<file path="src/rtl/myproject_mul_share_sched.sv">
// myproject_mul_share_sched
//
// Shares one signed A_W x unsigned B_W multiplier among NUM_REQ requesters.
// A round-robin arbiter grants one requester per cycle. The operand pair
// passes through two registered stages, S1 (operands) and S2 (product), and
// leaves on one result stream tagged with the requester index.
//
// Ports
//   ap_clk     : clock, rising edge
//   ap_rst_n   : asynchronous active-low reset
//   req_valid  : per-requester operand valid          [NUM_REQ]
//   req_ready  : per-requester accept, one-hot or 0   [NUM_REQ]
//   req_a      : packed signed operands, i at [i*A_W +: A_W]
//   req_b      : packed unsigned operands, i at [i*B_W +: B_W]
//   res_valid  : result valid
//   res_ready  : downstream accept
//   res_data   : signed product                       [P_W]
//   res_id     : index of the requester that produced res_data
//   busy       : any pipeline stage holds data
//
// Handshake: a transfer happens on a rising edge where valid & ready are both
// high. A producer holds its payload stable while valid & !ready. req_ready
// depends only on req_valid, res_ready and internal state, never on the
// operands. res_data/res_id stay stable while res_valid & !res_ready.
module myproject_mul_share_sched #(
  parameter int NUM_REQ = 4,
  parameter int ID_W    = 2,
  parameter int A_W     = 14,
  parameter int B_W     = 13,
  parameter int P_W     = 27
) (
  input  logic                   ap_clk,
  input  logic                   ap_rst_n,
  input  logic [NUM_REQ-1:0]     req_valid,
  output logic [NUM_REQ-1:0]     req_ready,
  input  logic [NUM_REQ*A_W-1:0] req_a,
  input  logic [NUM_REQ*B_W-1:0] req_b,
  output logic                   res_valid,
  input  logic                   res_ready,
  output logic [P_W-1:0]         res_data,
  output logic [ID_W-1:0]        res_id,
  output logic                   busy
);

  // Stage S1: captured operands
  logic            s1_valid;
  logic [A_W-1:0]  s1_a;
  logic [B_W-1:0]  s1_b;
  logic [ID_W-1:0] s1_id;

  // Stage S2: product waiting for the consumer
  logic            s2_valid;
  logic [P_W-1:0]  s2_data;
  logic [ID_W-1:0] s2_id;

  // Round-robin pointer: the most recently granted requester
  logic [ID_W-1:0] last;

  logic            adv1;
  logic            adv2;
  logic            found;
  logic            accept;
  logic [ID_W-1:0] grant_id;
  logic [A_W-1:0]  sel_a;
  logic [B_W-1:0]  sel_b;

  logic signed [P_W-1:0] a_ext;
  logic signed [P_W-1:0] b_ext;
  logic signed [P_W-1:0] prod;

  assign adv2 = !s2_valid || res_ready;
  assign adv1 = !s1_valid || adv2;

  // Round-robin search. Requesters above `last` take priority over those at
  // or below it, and within each group the lowest index wins. Together these
  // give a search from last+1 that wraps around. Both loops run downwards, so
  // the last hit they record is the lowest index in the group.
  always_comb begin
    logic            found_hi;
    logic            found_lo;
    logic [ID_W-1:0] g_hi;
    logic [ID_W-1:0] g_lo;
    found_hi = 1'b0;
    found_lo = 1'b0;
    g_hi     = '0;
    g_lo     = '0;
    for (int i = NUM_REQ - 1; i >= 0; i--) begin
      if (req_valid[i] && (i > int'(last))) begin
        found_hi = 1'b1;
        g_hi     = ID_W'(i);
      end
      if (req_valid[i] && (i <= int'(last))) begin
        found_lo = 1'b1;
        g_lo     = ID_W'(i);
      end
    end
    found    = found_hi || found_lo;
    grant_id = found_hi ? g_hi : g_lo;
  end

  // The reset term keeps every req_ready low while the block is held in reset.
  assign accept = ap_rst_n && found && adv1;

  always_comb begin
    req_ready = '0;
    sel_a     = '0;
    sel_b     = '0;
    for (int i = 0; i < NUM_REQ; i++) begin
      if (grant_id == ID_W'(i)) begin
        req_ready[i] = accept;
        sel_a        = req_a[i*A_W +: A_W];
        sel_b        = req_b[i*B_W +: B_W];
      end
    end
  end

  // a is sign-extended and b is zero-extended to the full product width.
  // The low P_W bits of the product are then the exact signed result.
  assign a_ext = {{(P_W - A_W){s1_a[A_W-1]}}, s1_a};
  assign b_ext = {{(P_W - B_W){1'b0}}, s1_b};
  assign prod  = a_ext * b_ext;

  always_ff @(posedge ap_clk or negedge ap_rst_n) begin
    if (!ap_rst_n) begin
      s1_valid <= 1'b0;
      s1_a     <= '0;
      s1_b     <= '0;
      s1_id    <= '0;
      s2_valid <= 1'b0;
      s2_data  <= '0;
      s2_id    <= '0;
      last     <= ID_W'(NUM_REQ - 1);
    end else begin
      if (adv1) begin
        s1_valid <= accept;
        if (accept) begin
          s1_a  <= sel_a;
          s1_b  <= sel_b;
          s1_id <= grant_id;
          last  <= grant_id;
        end
      end
      if (adv2) begin
        s2_valid <= s1_valid;
        if (s1_valid) begin
          s2_data <= prod;
          s2_id   <= s1_id;
        end
      end
    end
  end

  assign res_valid = s2_valid;
  assign res_data  = s2_data;
  assign res_id    = s2_id;
  assign busy      = s1_valid || s2_valid;

endmodule

</file>
<file path="config.mk">
export PLATFORM = sky130hd
export DESIGN_NAME = myproject_mul_share_sched
export DESIGN_NICKNAME = d
export VERILOG_FILES = /design/src/rtl/myproject_mul_share_sched.sv
export SDC_FILE = /design/constraint.sdc
export NUM_CORES = 1
export LEC_CHECK = 0
export BUFFER_PORTS_ARGS = -buffer_cell sky130_fd_sc_hd__buf_2
export CELL_PAD_IN_SITES_DETAIL_PLACEMENT = 1
export CELL_PAD_IN_SITES_GLOBAL_PLACEMENT = 1
export CORE_MARGIN = 3
export CORE_UTILIZATION = 49
export CTS_CLUSTER_DIAMETER = 120
export CTS_CLUSTER_SIZE = 30
export DETAILED_ROUTE_END_ITERATION = 8
export GPL_TIMING_DRIVEN = 0
export PLACE_DENSITY_LB_ADDON = 0.1
export SETUP_SLACK_MARGIN = 0.02
export SLEW_MARGIN = 20
export SYNTH_ARGS = -nofsm -noshare
export SYNTH_HDL_FRONTEND = slang
export SYNTH_SLANG_ARGS = --single-unit
</file>
<file path="constraint.sdc">
create_clock -name ap_clk -period 9.05 [get_ports ap_clk]
set_input_delay 1.3575 -clock ap_clk [delete_from_list [all_inputs] [get_ports ap_clk]]
set_output_delay 1.3575 -clock ap_clk [all_outputs]
set_load 0.05 [all_outputs]
</file>
==> flow_metrics.env <==
export IMPL_outcome="finished, final reports clean"
export IMPL_r2r_slack_ps=2410
export IMPL_post_cts_buffers=0
export IMPL_tns_ps=0
export IMPL_rows=52
export IMPL_crit_path_max_incr_delay_ps=570
export IMPL_cp_end_kind="flip-flop"
export IMPL_yosys_area_top_type="fa_1"
export IMPL_grt_overflow_total=0
export IMPL_path_cells="clkbuf_1 > nand2_1 > fa_1 > fa_1 > inv_1 > fa_1 > fa_1 > fa_1 > inv_1 > fa_1 > inv_1 > ha_1 > a21o_1 > a21o_1 > a21o_1 > or3_1 > o211ai_1 > a2111oi_0 > a211o_1"
export IMPL_worst_ep_arrival_time_ps=6880
export IMPL_fill_cells=2489
export IMPL_grt_max_degree=43
export IMPL_clkSinkCount=62
export IMPL_fin_ws_ps=2410
export IMPL_antenna_found_initial=0
export IMPL_crit_path_frequent_cell="fa_1"
export IMPL_htreeDepth=3
export IMPL_cpMaxStageDelayCell="dfrtp_1"
export IMPL_yosysUniqueCellTypes=53
export IMPL_multiInputGateArea_um2=7650
export IMPL_cts_resized=0
export IMPL_async_reset_ff_frac=1.00
export IMPL_worst_pin_slew_ps=1030
export IMPL_period_share=0.734
export IMPL_grtUsageTotal=0.298
export IMPL_io_buffers=149
export IMPL_finalHoldViolations=0
export IMPL_ys_warn_count=0
export IMPL_die_area_um2=22700
export IMPL_clk_path_buf_depth=2
export IMPL_fin_skew_ps=11.6
export IMPL_dp_slack_ps=2470
export IMPL_grt_pass1_vias=9814
export IMPL_syn_nets=1544
export IMPL_ff_latch_area_um2=1550
export IMPL_drive_gt1_frac=0.143
export IMPL_cts_tree="done"
export IMPL_synth_area_um2=10300
export IMPL_critical_path_class="reg -> reg"
export IMPL_clk_pin_slew_ps=60
export IMPL_ios=150
export IMPL_worstPathMaxFanout=10
export IMPL_synth_flop_cell="dfrtp_1"
export IMPL_min_path_cells=2
export IMPL_setup_violations_final=0
export IMPL_top_layer="met4"
export IMPL_dieHeight_um=151
export IMPL_slew_headroom=0.311
export IMPL_synth_top_area_share=0.343
export IMPL_min_period_ps=6640
export IMPL_clockRootBuffer="clkbuf_16"
export IMPL_r2r_cells=19
export IMPL_hp_class="reg -> reg"
export IMPL_place_hpwl_um=26300
export IMPL_syn_inst=1186
export IMPL_clock_latency_ps=360
export IMPL_worst_setup_path_start_kind="flip-flop"
export IMPL_wl_met3_um=1860
export IMPL_synth_edf_count=0
export IMPL_nets=1705
export IMPL_required_ps=9290
export IMPL_synth_seq_cells=62
export IMPL_grt_pass1_wl_um=51800
export IMPL_avgSynthCellArea_um2=8.66
export IMPL_wl_met2_um=16000
export IMPL_dr_pass1_iters=5
export IMPL_vias_per_cell=5.41
export IMPL_numCtsBuffers=9
export IMPL_rsz0062_at_grt="false"
export IMPL_area_growth_pct=13.8
export IMPL_drtIter0Drc=357
export IMPL_max_freq_mhz=151
export IMPL_wl_met1_um=13400
export IMPL_detail_route_antenna_nets=0
export IMPL_final_cell_mix="nand2_1 (242), inv_1 (219), fa_1 (176)"
export IMPL_post_drt_wl_per_cell_um=19.8
export IMPL_layout_commonest_cell="nand2_1"
export IMPL_finalMaxSlewViolations=0
export IMPL_synthTopCellsByArea="fa_1 (34%), dfrtp_1 (15%), nand2_1 (8.8%)"
export IMPL_wl_um=32200
export IMPL_n_antenna_cell=0
export IMPL_cap_violations=0
export IMPL_start_util=0.503
export IMPL_route_detailed_drc=0
export IMPL_ys_seq_area_frac=0.151
export IMPL_coreArea_um2=20400
export IMPL_gp_congestion=0.899
export IMPL_vias=8782
export IMPL_die_w_um=151
export IMPL_hold_buffers=0
==> sequential cells by signal, indices dropped and copies added (netlist names) <==
name       flops
res_data      27
res_id         2
res_valid      1
s1_b          13
last           2
s1_valid       1
s1_id          2
s1_a          14
==> critical path: cells and delay by family, from the launching register on <==
kind,cells,cell delay [ps]
compound gates,6,1430
flops,1,570
simple gates,2,490
fa+ha+maj,7,3350
buf+inv,4,690
==> per-stage QoR <==
stage	hold slack [ps]	cell area, um2	instances	util
after detailed placement	458	11400	1606	0.557
after CTS	475	11700	1622	0.573
final	469	11700	1622	0.573
after floorplan	439	10300	1186	-
after global routing	498	11700	1622	0.573
after global placement	448	11400	1605	0.556
==> cell families after synthesis <==
logic type	Yosys count	share of synthesized area
XOR/XNOR	25	0.0213
buffers and inverters	278	0.104
flip-flops	62	0.151
AO/OA/AOI/OAI	172	0.117
adder cells (fa/ha/maj)	243	0.424
AND/OR/NAND/NOR	405	0.181
multiplexers	1	0.000974
==> area by class of cell <==
class / instances / share of cell area
tap: 270 / 0.0289
inverter: 219 / 0.0703
clock buffer: 10 / 0.0196
buffer: 59 / 0.0214
multi-input combinational: 846 / 0.654
clock inverter: 6 / 0.00738
timing repair buffer: 150 / 0.0657
sequential: 62 / 0.133
==> Yosys cell counts, types with 3 or more instances <==
master,instances
a211o_1,3
a211oi_1,6
a21o_1,29
a21oi_1,20
a221oi_1,13
a311oi_1,16
and2_1,92
and3_1,4
buf_2,11
clkbuf_1,44
dfrtp_1,60
fa_1,176
ha_1,67
inv_1,219
nand2_1,242
nand2b_1,6
nand3_1,19
nand4_1,5
nor2_1,20
nor3_1,5
o211ai_1,4
o21a_1,6
o21ai_0,48
o21bai_1,3
or2_2,3
or3_1,4
xnor2_1,16
xor2_1,9
==> per-layer routing <==
layer | track usage | up-vias
met2 | 0.512 | 253
li1 | - | 4009
met5 | 0 | -
met3 | 0.0533 | 48
met1 | 0.386 | 4472
met4 | 0.0898 | 0
==> path summary, 6_finish.rpt <==
kind	startpoint	to
min in group asynchronous	ap_rst_n	res_data[6]$_DFFE_PN0P_
setup reg to reg	s1_b[6]$_DFFE_PN0P_	res_data[25]$_DFFE_PN0P_
hold reg to reg	res_data[2]$_DFFE_PN0P_	res_data[2]$_DFFE_PN0P_
max in group asynchronous	ap_rst_n	last[0]$_DFFE_PN1P_
hold / removal	res_data[2]$_DFFE_PN0P_	res_data[2]$_DFFE_PN0P_
setup / recovery	s1_b[6]$_DFFE_PN0P_	res_data[25]$_DFFE_PN0P_
Power is not shown: default switching activity piles up to over one toggle a cycle in this logic, so the estimate is an artifact.
